===== src/rtl/mult_div_unit_pkg.sv =====
// Shared types and helpers for the multicycle multiply/divide unit.
package mdu_pkg;

  typedef enum logic [1:0] {IDLE, MULT, DIV, FINISH} mdu_state_t;

  typedef enum logic {MDU_MULT = 1'b0, MDU_DIV = 1'b1} mdu_op_t;

  // Widest operand the helpers below can handle.
  localparam int MAX_W = 64;

  function automatic logic [MAX_W-1:0] cond_neg(input logic [MAX_W-1:0] v, input logic neg);
    return neg ? (~v + MAX_W'(1)) : v;
  endfunction

endpackage


===== src/rtl/mult_div_unit_if.sv =====
// Control-unit side bus of the multiply/divide unit.
interface mult_div_unit_if
  import mdu_pkg::*;
#(
  parameter int WIDTH = 32
);
  // start is a request honoured only while the unit is idle; done is a one-cycle
  // pulse and HI/LO/div_zero are final while it is high. There is no back-pressure.
  logic             start;
  mdu_op_t          op;
  logic [WIDTH-1:0] a_in;
  logic [WIDTH-1:0] b_in;
  logic             busy;
  logic             done;
  logic             div_zero;
  logic [WIDTH-1:0] hi_out;
  logic [WIDTH-1:0] lo_out;

  modport master (
    output start, op, a_in, b_in,
    input  busy, done, div_zero, hi_out, lo_out
  );

  modport slave (
    input  start, op, a_in, b_in,
    output busy, done, div_zero, hi_out, lo_out
  );
endinterface


===== src/rtl/mult_div_unit_div_step.sv =====
// One restoring-division step on unsigned magnitudes.
module mdu_div_step #(
  parameter int WIDTH = 32
) (
  input  logic [WIDTH-1:0] rem,
  input  logic [WIDTH-1:0] dvd,
  input  logic [WIDTH-1:0] dvs,
  output logic [WIDTH-1:0] rem_next,
  output logic [WIDTH-1:0] dvd_next
);
  logic [WIDTH:0] shifted;
  logic [WIDTH:0] trial;
  logic           q_bit;

  // rem < dvs always, so the shifted remainder fits and a borrow marks failure.
  always_comb begin
    shifted  = {rem, dvd[WIDTH-1]};
    trial    = shifted - {1'b0, dvs};
    q_bit    = ~trial[WIDTH];
    rem_next = q_bit ? trial[WIDTH-1:0] : shifted[WIDTH-1:0];
    dvd_next = {dvd[WIDTH-2:0], q_bit};
  end
endmodule


===== src/rtl/mult_div_unit.sv =====
// Multicycle signed multiply (radix-2 Booth) / divide (restoring) unit with HI/LO.
module mult_div_unit
  import mdu_pkg::*;
#(
  parameter int WIDTH = 32
) (
  input  logic        clock,
  input  logic        reset,
  mult_div_unit_if.slave bus,
  output mdu_state_t  state
);
  localparam int CNT_W = $clog2(WIDTH + 1);

  logic [WIDTH:0]   p_hi;
  logic [WIDTH-1:0] p_lo;
  logic             q_m1;
  logic [WIDTH-1:0] m_reg;
  logic [CNT_W-1:0] cnt;
  logic             sign_q;
  logic             sign_r;

  logic [WIDTH:0]   m_ext;
  logic [WIDTH:0]   booth_sum;
  logic [WIDTH-1:0] rem_next;
  logic [WIDTH-1:0] dvd_next;

  function automatic logic [WIDTH-1:0] neg_w(input logic [WIDTH-1:0] v, input logic neg);
    return WIDTH'(cond_neg(MAX_W'(v), neg));
  endfunction

  always_comb begin
    m_ext     = {m_reg[WIDTH-1], m_reg};
    booth_sum = p_hi;
    case ({p_lo[0], q_m1})
      2'b01:   booth_sum = p_hi + m_ext;
      2'b10:   booth_sum = p_hi - m_ext;
      default: booth_sum = p_hi;
    endcase
  end

  mdu_div_step #(.WIDTH(WIDTH)) u_div_step (
    .rem      (p_hi[WIDTH-1:0]),
    .dvd      (p_lo),
    .dvs      (m_reg),
    .rem_next (rem_next),
    .dvd_next (dvd_next)
  );

  always_ff @(posedge clock) begin
    if (reset) begin
      state        <= IDLE;
      bus.busy     <= 1'b0;
      bus.done     <= 1'b0;
      bus.div_zero <= 1'b0;
      bus.hi_out   <= '0;
      bus.lo_out   <= '0;
      cnt          <= '0;
      p_hi         <= '0;
      p_lo         <= '0;
      q_m1         <= 1'b0;
      m_reg        <= '0;
      sign_q       <= 1'b0;
      sign_r       <= 1'b0;
    end else begin
      bus.done <= 1'b0;
      case (state)
        IDLE: begin
          if (bus.start) begin
            bus.busy     <= 1'b1;
            bus.div_zero <= 1'b0;
            cnt          <= '0;
            p_hi         <= '0;
            q_m1         <= 1'b0;
            sign_q       <= bus.a_in[WIDTH-1] ^ bus.b_in[WIDTH-1];
            sign_r       <= bus.a_in[WIDTH-1];
            if (bus.op == MDU_MULT) begin
              p_lo  <= bus.a_in;
              m_reg <= bus.b_in;
              state <= MULT;
            end else begin
              p_lo  <= neg_w(bus.a_in, bus.a_in[WIDTH-1]);
              m_reg <= neg_w(bus.b_in, bus.b_in[WIDTH-1]);
              state <= DIV;
              // A zero divisor skips the iterations: one DIV cycle, then FINISH.
              if (bus.b_in == '0) begin
                bus.div_zero <= 1'b1;
                cnt          <= CNT_W'(WIDTH);
              end
            end
          end
        end
        MULT: begin
          if (cnt == CNT_W'(WIDTH)) begin
            bus.hi_out <= p_hi[WIDTH-1:0];
            bus.lo_out <= p_lo;
            bus.done   <= 1'b1;
            state      <= FINISH;
          end else begin
            p_hi <= {booth_sum[WIDTH], booth_sum[WIDTH:1]};
            p_lo <= {booth_sum[0], p_lo[WIDTH-1:1]};
            q_m1 <= p_lo[0];
            cnt  <= cnt + CNT_W'(1);
          end
        end
        DIV: begin
          if (cnt == CNT_W'(WIDTH)) begin
            if (!bus.div_zero) begin
              bus.hi_out <= neg_w(p_hi[WIDTH-1:0], sign_r);
              bus.lo_out <= neg_w(p_lo, sign_q);
            end
            bus.done <= 1'b1;
            state    <= FINISH;
          end else begin
            p_hi <= {1'b0, rem_next};
            p_lo <= dvd_next;
            cnt  <= cnt + CNT_W'(1);
          end
        end
        FINISH: begin
          bus.busy <= 1'b0;
          state    <= IDLE;
        end
        default: state <= IDLE;
      endcase
    end
  end
endmodule


===== src/flat_wrapper.sv =====
// flat-port wrapper written by rule: the top's interface ports become plain ports
module mult_div_unit_flat import mdu_pkg::*;
#(
  parameter int WIDTH = 32
)
  (clock, reset, state, bus_start, bus_op, bus_a_in, bus_b_in, bus_busy, bus_done, bus_div_zero, bus_hi_out, bus_lo_out);
  mult_div_unit_if #(.WIDTH(WIDTH)) bus_i ();
  input  logic clock;
  input  logic reset;
  output mdu_state_t state;
  input wire logic [$bits(bus_i.start)-1:0] bus_start;
  input wire logic [$bits(bus_i.op)-1:0] bus_op;
  input wire logic [$bits(bus_i.a_in)-1:0] bus_a_in;
  input wire logic [$bits(bus_i.b_in)-1:0] bus_b_in;
  output wire logic [$bits(bus_i.busy)-1:0] bus_busy;
  output wire logic [$bits(bus_i.done)-1:0] bus_done;
  output wire logic [$bits(bus_i.div_zero)-1:0] bus_div_zero;
  output wire logic [$bits(bus_i.hi_out)-1:0] bus_hi_out;
  output wire logic [$bits(bus_i.lo_out)-1:0] bus_lo_out;
  assign bus_i.start = bus_start;
  assign bus_i.op = bus_op;
  assign bus_i.a_in = bus_a_in;
  assign bus_i.b_in = bus_b_in;
  assign bus_busy = bus_i.busy;
  assign bus_done = bus_i.done;
  assign bus_div_zero = bus_i.div_zero;
  assign bus_hi_out = bus_i.hi_out;
  assign bus_lo_out = bus_i.lo_out;
  mult_div_unit #(.WIDTH(WIDTH)) u_core (.clock(clock), .reset(reset), .bus(bus_i), .state(state));
endmodule

===== config.mk =====
export PLATFORM = sky130hd
export DESIGN_NAME = mult_div_unit_flat
export DESIGN_NICKNAME = d
export VERILOG_FILES = /design/src/rtl/mult_div_unit_pkg.sv /design/src/rtl/mult_div_unit_if.sv /design/src/rtl/mult_div_unit_div_step.sv /design/src/rtl/mult_div_unit.sv /design/src/flat_wrapper.sv
export SDC_FILE = /design/constraint.sdc
export NUM_CORES = 1
export LEC_CHECK = 0
export CELL_PAD_IN_SITES_DETAIL_PLACEMENT = 2
export CELL_PAD_IN_SITES_GLOBAL_PLACEMENT = 2
export CORE_ASPECT_RATIO = 1.4
export CORE_UTILIZATION = 31
export DETAILED_ROUTE_END_ITERATION = 10
export PLACE_DENSITY = 0.89
export SKIP_CTS_REPAIR_TIMING = 1
export SLEW_MARGIN = 20
export SYNTH_ARGS = -nofsm -noshare
export SYNTH_HDL_FRONTEND = slang
export SYNTH_SLANG_ARGS = --single-unit

===== constraint.sdc =====
create_clock -name clock -period 4 [get_ports clock]
set_clock_uncertainty 0.05 [all_clocks]
set_input_delay 0.8 -clock clock [delete_from_list [all_inputs] [get_ports clock]]
set_output_delay 0.8 -clock clock [all_outputs]
set_load 0.01 [all_outputs]

==> results.json <==
{
  "root_buffer": "clkbuf_16",
  "synthTopCellsByCount": "nand2_1, dfxtp_1, nor2_1, a21oi_1, o21ai_0",
  "fin_tns_setup_ns": -6.00,
  "drtIter0Drc": 948,
  "min-delay-path-class": "register to register",
  "tightest_slew_ns": 1.10,
  "synth.net_count": 1998,
  "grt_pass1_vias": 17300,
  "power.leakage_nw": 6.76,
  "viasPerCell": 6.12,
  "synthMostInstantiatedCell": "nand2_1",
  "cts.sinks": 175,
  "clk_latency_ns": 0.48,
  "drtPass1Iterations": 5,
  "tritoncts": "done",
  "antenna_found_initial": 0,
  "synth_edf_count": 0,
  "cp_common_cell": "buf_4",
  "largest_register_ffs": 33,
  "worstPathMaxFanout": 4,
  "synth.distinct_cells": 80,
  "drive_gt1_frac": 0.136,
  "dieArea_um2": 46100,
  "wirelength_um": 68100,
  "grt_start_max_net_pins": 109,
  "drc": 0,
  "yosysTopAreaCell": "dfxtp_1",
  "rsz0062_at_grt": "true",
  "fin_hold_ws_ns": 0.456,
  "status": "finished with violations",
  "synthTopCellsByArea": "dfxtp_1, xnor2_1, ha_1, a21oi_1, nand2_1",
  "syn_avg_cell_area_um2": 7.57,
  "ys_seq_area_frac": 0.250,
  "track_usage": 0.273,
  "fin_nets": 2181,
  "die_h_um": 254,
  "period_share": 1.14,
  "avgRoutedWirePerCell_um": 26.2,
  "initial_utilization": 0.316,
  "setup.worst_path.start_class": "register",
  "cpMaxStageDelayCell": "or4_4",
  "crit_chain": "or4_4, nor4_4, buf_4, a21oi_1, xnor2_1, ha_1, a21oi_1, o21ai_0, a32oi_2, o21ai_2, buf_4, buf_4, a221o_1, a21oi_2, xnor2_2, mux2i_1, o21ai_1",
  "pre_cts_slack_ns": -0.452,
  "violations": "setup timing",
  "cp.required_ns": 4.32,
  "power_density_nw_per_um2": 614,
  "synth_top_area_share": 0.250,
  "slew_viol_final": 0,
  "place_congestion": 0.904,
  "rows": 91,
  "cap_violations": 0,
  "ys_ff_latch": 175,
  "fin_util": 0.404,
  "arrival_ns": 4.89,
  "finalSetupViolations": 21,
  "grt_overflow_total": 0,
  "ir_drop_mv": 0.334,
  "vias": 15900,
  "synthCells": 1852,
  "endpoint_kind": "register",
  "post-route-min-period_ns": 4.56,
  "clock_path_buffers": 2,
  "cts_buffers": 17,
  "yosys_most_used_dff": "dfxtp_1",
  "synth_area_um2": 14000,
  "postSynth.asyncResetShare": 0,
  "dpl_cell_area_um2": 16700,
  "drtAntennaViolNets": 0,
  "fmax_mhz": 219,
  "fin_ws_ns": -0.561,
  "die_x_um": 182,
  "hold_violations": 0,
  "syn2layout_area_growth_pct": 27.6,
  "clkTransAtPathRegs_ns": 0.08,
  "fin_area_um2": 17900,
  "yosysWarnings": 0,
  "dp.cells": 2560,
  "power_mw": 11.0,
  "path_class": "register to register",
  "top_register": "u_core.p_hi",
  "htreeDepth": 4,
  "cpPeakStageDelay_ns": 0.58,
  "top_level_ports": 137,
  "r2r_slack_ns": -0.56,
  "max-slew-margin-rel": 0.267,
  "instances_no_fill": 2606,
  "diodes": 0,
  "port_buffers": 136,
  "fp.coreArea_um2": 44300,
  "grt_pass1_wl_um": 97900,
  "hpwl_um": 45700
}
[where the power goes]
part / internal, mW / switching [mW]
Clock: 0.841 / 0.922
Sequential: 1.98 / 0.450
Combinational: 2.64 / 4.15
[per-layer routing]
metal | track usage | vias to the layer above | part of all wire | wire length (um)
met5 | 0 | - | 0 | 0
met4 | 0.163 | 0 | 0.063 | 4260
met3 | 0.0364 | 259 | 0.040 | 2700
met2 | 0.514 | 587 | 0.52 | 35500
met1 | 0.287 | 8014 | 0.38 | 25700
li1 | - | 7078 | - | -
[kinds of logic (layout without fill, tap and decap cells)]
logic type,Yosys count,in the layout,share of synthesized area
AO/OA/AOI/OAI,622,622,0.296
XOR/XNOR,201,201,0.126
adder cells (fa/ha/maj),78,78,0.0707
buffers and inverters,195,391,0.0540
flip-flops,175,175,0.250
multiplexers,31,31,0.0225
AND/OR/NAND/NOR,550,550,0.181
[layout make-up]
cell class / count / area, um2
Clock buffer: 18 / 429
Clock inverter: 14 / 159
Fill cell: 4963 / 26400
Inverter: 79 / 297
Multi-Input combinational cell: 1482 / 10300
Sequential cell: 175 / 3510
Tap cell: 558 / 698
Timing Repair Buffer: 280 / 2490
[worst paths after layout]
check / from / endpoint / depth (start not counted)
max reg2reg: u_core.m_reg[5] / u_core.p_hi[18] / 17
min reg2reg: u_core.bus.busy / u_core.bus.busy / 2
max: u_core.m_reg[5] / u_core.p_hi[18] / 17
min: u_core.bus.busy / u_core.bus.busy / 2
[cell usage in the layout (no fill, tap or decap), types with 27 or more instances in the layout]
master	instances
a211o_1	29
a211oi_1	57
a21o_1	38
a21oi_1	132
a221oi_1	30
buf_4	136
clkdlybuf4s50_1	135
dfxtp_1	173
ha_1	71
inv_1	77
mux2i_1	27
nand2_1	188
nor2_1	165
nor3_1	35
o21ai_0	125
xnor2_1	120
xor2_1	75
[worst max-delay path: cells and delay by family (launching register included)]
kind	cells	cell delay, ns
adder cells (fa/ha/maj)	1	0.30
AO/OA/AOI/OAI	8	1.83
flip-flops	1	0.33
buffers and inverters	3	0.53
AND/OR/NAND/NOR	2	0.98
multiplexers	1	0.12
XOR/XNOR	2	0.31
Power figures use the tool's default switching activity.
